[src/rtl/speicher_zugriff.sv]
// Initiator-side controller for the word RAM strobe/acknowledge protocol.
// One read or write in flight; strobe held until ack, then waits for ack to fall.
module speicher_zugriff #(
  parameter int WORDSIZE = 32,
  parameter int WORDS    = 32,
  parameter int TIMEOUT  = 16,
  localparam int AW      = $clog2(WORDS)
) (
  input  logic                Clock,
  input  logic                nReset,
  input  logic                Anfrage,
  input  logic                Schreiben,
  input  logic [AW-1:0]       AdresseRein,
  input  logic [WORDSIZE-1:0] DatenSchreiben,
  output logic                Bereit,
  output logic                Fertig,
  output logic                Fehler,
  output logic [WORDSIZE-1:0] DatenGelesen,
  output logic                RamLesenAn,
  output logic                RamSchreibenAn,
  output logic [AW-1:0]       RamAdresse,
  output logic [WORDSIZE-1:0] RamDatenRein,
  input  logic [WORDSIZE-1:0] RamDatenRaus,
  input  logic                RamDatenBereit,
  input  logic                RamDatenGeschrieben,
  output logic [1:0]          state_dbg
);

  localparam int CW = (TIMEOUT > 2) ? $clog2(TIMEOUT) : 1;
  localparam logic [CW-1:0] CNT_MAX = CW'(TIMEOUT - 1);

  typedef enum logic [1:0] {
    IDLE      = 2'd0,
    ANFRAGE   = 2'd1,
    ABSCHLUSS = 2'd2
  } state_t;

  state_t                state_q, state_d;
  logic                  wr_q, wr_d;
  logic [CW-1:0]         cnt_q, cnt_d;
  logic                  lesen_q, lesen_d;
  logic                  schreiben_q, schreiben_d;
  logic [AW-1:0]         adr_q, adr_d;
  logic [WORDSIZE-1:0]   wdata_q, wdata_d;
  logic [WORDSIZE-1:0]   rdata_q, rdata_d;
  logic                  fertig_q, fertig_d;
  logic                  fehler_q, fehler_d;
  logic                  ack;

  // A stale ack from an aborted or reset access must fall before a new request.
  assign Bereit = (state_q == IDLE) & ~RamDatenBereit & ~RamDatenGeschrieben;

  // wr_q remembers the operation after the strobes drop, so ABSCHLUSS watches the right ack.
  assign ack = wr_q ? RamDatenGeschrieben : RamDatenBereit;

  always_comb begin
    state_d     = state_q;
    wr_d        = wr_q;
    cnt_d       = cnt_q;
    lesen_d     = lesen_q;
    schreiben_d = schreiben_q;
    adr_d       = adr_q;
    wdata_d     = wdata_q;
    rdata_d     = rdata_q;
    fertig_d    = 1'b0;
    fehler_d    = fehler_q;
    case (state_q)
      IDLE: begin
        if (Anfrage && Bereit) begin
          adr_d       = AdresseRein;
          wdata_d     = DatenSchreiben;
          wr_d        = Schreiben;
          schreiben_d = Schreiben;
          lesen_d     = ~Schreiben;
          fehler_d    = 1'b0;
          cnt_d       = '0;
          state_d     = ANFRAGE;
        end
      end
      ANFRAGE: begin
        if (ack) begin
          if (!wr_q) rdata_d = RamDatenRaus;
          lesen_d     = 1'b0;
          schreiben_d = 1'b0;
          fertig_d    = 1'b1;
          state_d     = ABSCHLUSS;
        end else if (cnt_q == CNT_MAX) begin
          lesen_d     = 1'b0;
          schreiben_d = 1'b0;
          fehler_d    = 1'b1;
          fertig_d    = 1'b1;
          state_d     = ABSCHLUSS;
        end else begin
          cnt_d = cnt_q + 1'b1;
        end
      end
      ABSCHLUSS: begin
        if (!ack) state_d = IDLE;
      end
      default: state_d = IDLE;
    endcase
  end

  always_ff @(posedge Clock) begin
    if (!nReset) begin
      state_q     <= IDLE;
      wr_q        <= 1'b0;
      cnt_q       <= '0;
      lesen_q     <= 1'b0;
      schreiben_q <= 1'b0;
      adr_q       <= '0;
      wdata_q     <= '0;
      rdata_q     <= '0;
      fertig_q    <= 1'b0;
      fehler_q    <= 1'b0;
    end else begin
      state_q     <= state_d;
      wr_q        <= wr_d;
      cnt_q       <= cnt_d;
      lesen_q     <= lesen_d;
      schreiben_q <= schreiben_d;
      adr_q       <= adr_d;
      wdata_q     <= wdata_d;
      rdata_q     <= rdata_d;
      fertig_q    <= fertig_d;
      fehler_q    <= fehler_d;
    end
  end

  assign Fertig         = fertig_q;
  assign Fehler         = fehler_q;
  assign DatenGelesen   = rdata_q;
  assign RamLesenAn     = lesen_q;
  assign RamSchreibenAn = schreiben_q;
  assign RamAdresse     = adr_q;
  assign RamDatenRein   = wdata_q;
  assign state_dbg      = state_q;

endmodule

[config.mk]
export PLATFORM = sky130hd
export DESIGN_NAME = speicher_zugriff
export DESIGN_NICKNAME = d
export VERILOG_FILES = /design/src/rtl/speicher_zugriff.sv
export SDC_FILE = /design/constraint.sdc
export NUM_CORES = 1
export LEC_CHECK = 0
export ABC_AREA = 1
export BUFFER_PORTS_ARGS = -buffer_cell sky130_fd_sc_hd__buf_2
export CAP_MARGIN = 5
export CORE_MARGIN = 1
export CORE_UTILIZATION = 48
export DETAILED_ROUTE_END_ITERATION = 10
export PLACE_DENSITY = 0.84
export SLEW_MARGIN = 20
export SYNTH_ARGS = -nofsm -noshare
export SYNTH_HDL_FRONTEND = slang
export SYNTH_SLANG_ARGS = --single-unit
[constraint.sdc]
create_clock -name Clock -period 2.3 [get_ports Clock]
set_input_delay 0.23 -clock Clock [delete_from_list [all_inputs] [get_ports Clock]]
set_output_delay 0.23 -clock Clock [all_outputs]
set_load 0.02 [all_outputs]
# Yosys cells after proc, flatten, opt, wreduce, memory -nomap -nowiden

Index checks and enable logic that the tools add are counted.

Input bits: 75
Memory bits (read-only): 0
Latch bits: 0
Flip-flop bits (word level): 80
Memories: 0
RAM bits: 0

Reductions and logical operators: 10
$mul: 0
Divide/modulo/power cells: 0
Multiplexer cells: 22
$lt $le $gt $ge: 0
Shift operators: 0
Add/subtract/negate cells: 1
Bitwise operators: 6
Equality and inequality tests: 9

Operators with widths:

| kind                                                   | count |
|---|---|
| 2-to-1 mux 4 bit                                       | 3 |
| 2-to-1 mux 1 bit                                       | 10 |
| AND reduction 3 bit                                    | 3 |
| 2-to-1 mux 2 bit                                       | 4 |
| inequality test 2 bit (second input constant)          | 4 |
| one-hot mux 4 bit (2 select lines)                     | 1 |
| AND reduction 4 bit                                    | 2 |
| one-hot mux 1 bit (2 select lines)                     | 3 |
| one-hot mux 2 bit (3 select lines)                     | 1 |
| adder 4 x 1 -> 4 bit (second input constant)           | 1 |
| equality test 4 bit (second input constant)            | 1 |
| NOT 1 bit                                              | 4 |
| AND reduction 2 bit                                    | 2 |
| inequality test 3 bit (second input constant)          | 1 |
| bitwise AND 1 bit                                      | 2 |
| equality test 2 x 1 -> 1 bit (second input constant)   | 1 |
| equality test 2 bit (second input constant)            | 1 |
| zero test 2 bit                                        | 1 |
| inequality test 2 x 1 -> 1 bit (second input constant) | 1 |
| nonzero test 2 bit                                     | 1 |
| logical AND 1 bit                                      | 1 |

# Logic depth before layout (Yosys ltp)

Depth in word-level cells: 6
Gate-level depth with buffers: 8
Depth with buffers taken out: 8

# Worst setup path before layout

OpenSTA, ideal clock, no wires.

Path kind: reg2reg
Start point: register state_q[0], in the netlist state_dbg[0]
End point: register rdata_q[0], in the netlist DatenGelesen[0]
Period minus slack after synthesis: 1.327 ns
Cell stages (with the launch flop): 9
Library setup time: 0.116 ns
Arrival: 1.211 ns
Setup slack: 0.973 ns
Buffers on the path: 1
Path through: dfxtp_1 > inv_2 > nor2_2 > inv_2 > nor2_4 > inv_2 > buf_2 > nor2_1 > nor2_1

Longest elaborated chain between the ends: 2

RTL lines:

| item                          | line | RTL |
|---|---|---|
| start, declared               | 38   | `state_t state_q, state_d;` |
| start signal, assigned        | 117  | `state_q <= state_d;` |
| equality test 2 x 1 -> 1 bit  | 67   | `case (state_q)` |
| AND reduction 3 bit (no line) | --   |  |
| end signal, assigned          | 124  | `rdata_q <= rdata_d;` |
| end, declared                 | 45   | `logic [WORDSIZE-1:0] rdata_q, rdata_d;` |

Every way passes these cells.
A chain may end at the register's enable or synchronous reset.

# Final worst setup path

Start point: register state_q[1], in the netlist state_dbg[1]
End point: register wdata_q[21], in the netlist RamDatenRein[21]

Longest elaborated chain between the ends: 5

RTL lines:

| item                              | line   | RTL |
|---|---|---|
| zero test 2 bit (*)               | 51, 67 |  |
| bitwise AND 1 bit (2 in a row)    | 51     | `assign Bereit = (state_q == IDLE) & ~RamDatenBereit & ~RamDatenGeschrieben;` |
| logical AND 1 bit                 | 69     | `if (Anfrage && Bereit) begin` |
| AND reduction 2 bit (no line) (*) | --     |  |
| end signal, assigned              | 123    | `wdata_q <= wdata_d;` |
| end, declared                     | 44     | `logic [WORDSIZE-1:0] wdata_q, wdata_d;` |

Mark *: on every way between the ends. The rest lies on a longest branch, timed or not.

==> results.py <==
metrics = {
    "pwr": {
        "p_leak_uw": 0.00194,
        "power_density_nw_per_um2": 699,
        "total_power_uw": 2750,
        "max-vdd-ir-drop_mv": 0.424,
    },
    "setup_path": {
        "r2r-start": "state_dbg[1]",
        "cp-start-kind": "flip-flop",
        "critical_path_class": "reg -> reg",
        "rrSetupSlack_ps": 760,
        "end_kind": "flip-flop",
        "rr_endpoint": "RamDatenRein[21]",
        "rr_worst_depth": 6,
        "crit_fanout": 32,
        "worstPathRequired_ps": 2560,
        "crit_arrival_ps": 1800,
    },
    "die": {
        "fp.dieW_um": 80.9,
        "dieArea_um2": 6540,
        "initial_core_util_pct": 50.2,
        "rows": 28,
        "pin_count": 151,
        "die_h_um": 80.9,
        "core_area_um2": 5960,
    },
    "clocking": {
        "cts_made_buffers": 9,
        "cts_buffer_depth": 2,
        "hold_buffers": 0,
        "clk_pin_slew_ps": 70,
        "clock-root-buffer": "clkbuf_8",
        "cts_tree": "built",
        "cts_resized": 0,
        "h-tree-depth": 3,
        "clkSinkCount": 80,
        "clk_latency_ps": 340,
        "cts_setup_buffers": 0,
    },
    "yosys": {
        "synth_xor_area_share_pct": 0,
        "syn_inst": 380,
        "yosysSeqAreaShare_pct": 53.6,
        "synth_area_um2": 2990,
        "yosys.area_share.simple_pct": 25.0,
        "synth_compound_area_share_pct": 15.2,
        "synth-seq-cells": 80,
        "synth_fa_ha_area_share_pct": 0.419,
        "synth_top_family_by_area": "simple AND/OR/NAND/NOR gates",
        "avgSynthCellArea_um2": 7.86,
        "syn_nets": 456,
        "ys_warn_count": 0,
        "synth_mux_area_share_pct": 0,
        "synth.distinct_cells": 24,
    },
    "placed_design": {
        "dp_cells": 588,
        "placement.io_buffers": 150,
        "hpwl_um": 5190,
        "place_area_um2": 3750,
        "globalplace.congestion": 0.797,
    },
    "route": {
        "vias": 2940,
        "wl_per_cell_um": 12.1,
        "drt_iter0_drc": 163,
        "drt_wl_total_um": 7310,
        "drc": 0,
        "drtPass1Iterations": 4,
        "viasPerCell": 4.88,
        "final_antenna_net_count": 0,
    },
    "global_routing": {
        "grt_use_total_pct": 22.7,
        "grt_max_degree": 37,
        "grt_pass1_vias": 2629,
        "antenna_found_initial": 0,
        "grt_pass1_wl_um": 11500,
        "grt_overflow": 0,
    },
    "hold_path": {
        "whs_path_depth": 3,
        "hp-class": "in -> reg",
        "min-delay-start": "RamDatenRaus[6]",
        "whs_endpoint": "DatenGelesen[6]",
    },
    "cells_and_area": {
        "drive_gt1_share_pct": 37.7,
        "seq_area_um2": 1600,
        "num_antenna_cells": 0,
        "final_cell_count_no_fill": 603,
        "synthToLayoutAreaGrowth_pct": 31.8,
        "final_area_um2": 3940,
        "nets": 600,
        "multi_input_area_um2": 1210,
        "layout_common_cells": "buf_2, nand2_1, dfxtp_1",
        "layout_commonest_cell": "buf_2",
        "n_fill_cell": 505,
    },
    "flow_run": {
        "maxCapViolCount": 0,
    },
    "timing": {
        "finClkSkew_ps": 4.96,
        "grt_setup_unrepaired": "no",
        "final.setup.tns_ps": 0,
        "setup_viol": 0,
        "slew_violations": 0,
        "hold-worst-slack_ps": 109,
        "hold_viol_final": 0,
        "fmax_ghz": 0.650,
        "fin_crit_sh_pct": 66.9,
        "tightest_slew_ps": 497,
        "maxSlewHeadroom_pct": 66.8,
        "fin_crit_ps": 1540,
    },
    "outcome": {
        "status": "completed",
    },
}
## per-stage QoR
step	util (%)	setup WS [ps]
finish	66.1	762
global route	66.1	642
CTS	66.1	766
detailed placement	63.0	743
global placement	63.0	828
floorplan	-	973
## worst max-delay path by stage
stage | startpoint | endpoint | slack (ps) | cells after the start
after floorplan | state_dbg[0] | DatenGelesen[0] | 970 | 8
after global placement | RamDatenBereit | Fehler | 830 | 7
after detailed placement | RamDatenBereit | RamDatenRein[21] | 740 | 7
after CTS | state_dbg[1] | RamDatenRein[21] | 770 | 6
after global routing | state_dbg[1] | RamDatenRein[4] | 640 | 6
final | state_dbg[1] | RamDatenRein[21] | 760 | 6
## kinds of logic (layout without fill, tap and decap cells)
group | Yosys count | in the layout
AOI/OAI and AO/OA | 82 | 82
adders and majority gates | 1 | 1
buffers and inverters | 36 | 184
DFF | 80 | 80
and+or+nand+nor | 181 | 181
## layer usage
metal / up-vias / share of wire (%) / GRT usage (%)
met5: - / 0 / 0
met4: 0 / 1.3 / 9.11
met3: 11 / 10 / 7.98
met2: 127 / 46 / 38.5
met1: 1311 / 43 / 26.0
li1: 1491 / - / -
## sequential cells by signal (all words and copies together), names as in the netlist
register,cells
wr_q,1
RamSchreibenAn,1
Fertig,1
state_dbg,2
Fehler,1
DatenGelesen,32
cnt_q,4
RamAdresse,5
RamLesenAn,1
RamDatenRein,32
## worst max-delay path, cell delays in order, from the launching register on
cell and delay [ps]:
dfxtp_1 360, nor2_2 190, nand2_2 100, nor2_4 180, buf_4 380, nand2_1 90
a21oi_1 160
## cell type report
type | instances | area share, %
clock buffer | 12 | 3.68
clock inverter | 3 | 1.08
multi-input combinational | 264 | 30.8
inverter | 14 | 1.33
tap | 75 | 2.38
timing repair buffer | 155 | 20.0
sequential | 80 | 40.7
## where the power goes
part / switching (uW) / internal (uW) / leakage (uW)
Combinational: 187 / 116 / 0.00120
Clock: 467 / 525 / 0.0000925
Sequential: 25.4 / 1430 / 0.000649
## Yosys cell counts
cell / n / share of area, %
a21oi_1: 38 / 6.4
a21oi_2: 10 / 2.9
and2_1: 1 / 0.21
buf_2: 14 / 2.3
buf_6: 1 / 0.38
buf_8: 1 / 0.50
clkbuf_1: 6 / 0.75
clkinv_1: 1 / 0.13
dfxtp_1: 80 / 54
ha_1: 1 / 0.42
inv_1: 10 / 1.3
inv_2: 3 / 0.38
nand2_1: 84 / 11
nand2_2: 11 / 2.3
nand3_1: 6 / 1.0
nand3_2: 1 / 0.34
nand4_1: 1 / 0.21
nor2_1: 72 / 9.0
nor2_2: 2 / 0.42
nor2_4: 2 / 0.75
o21ai_0: 32 / 5.4
o21ai_2: 1 / 0.29
o21bai_1: 1 / 0.25
or2_2: 1 / 0.21
No activity file was read; power rests on OpenSTA's default activity.
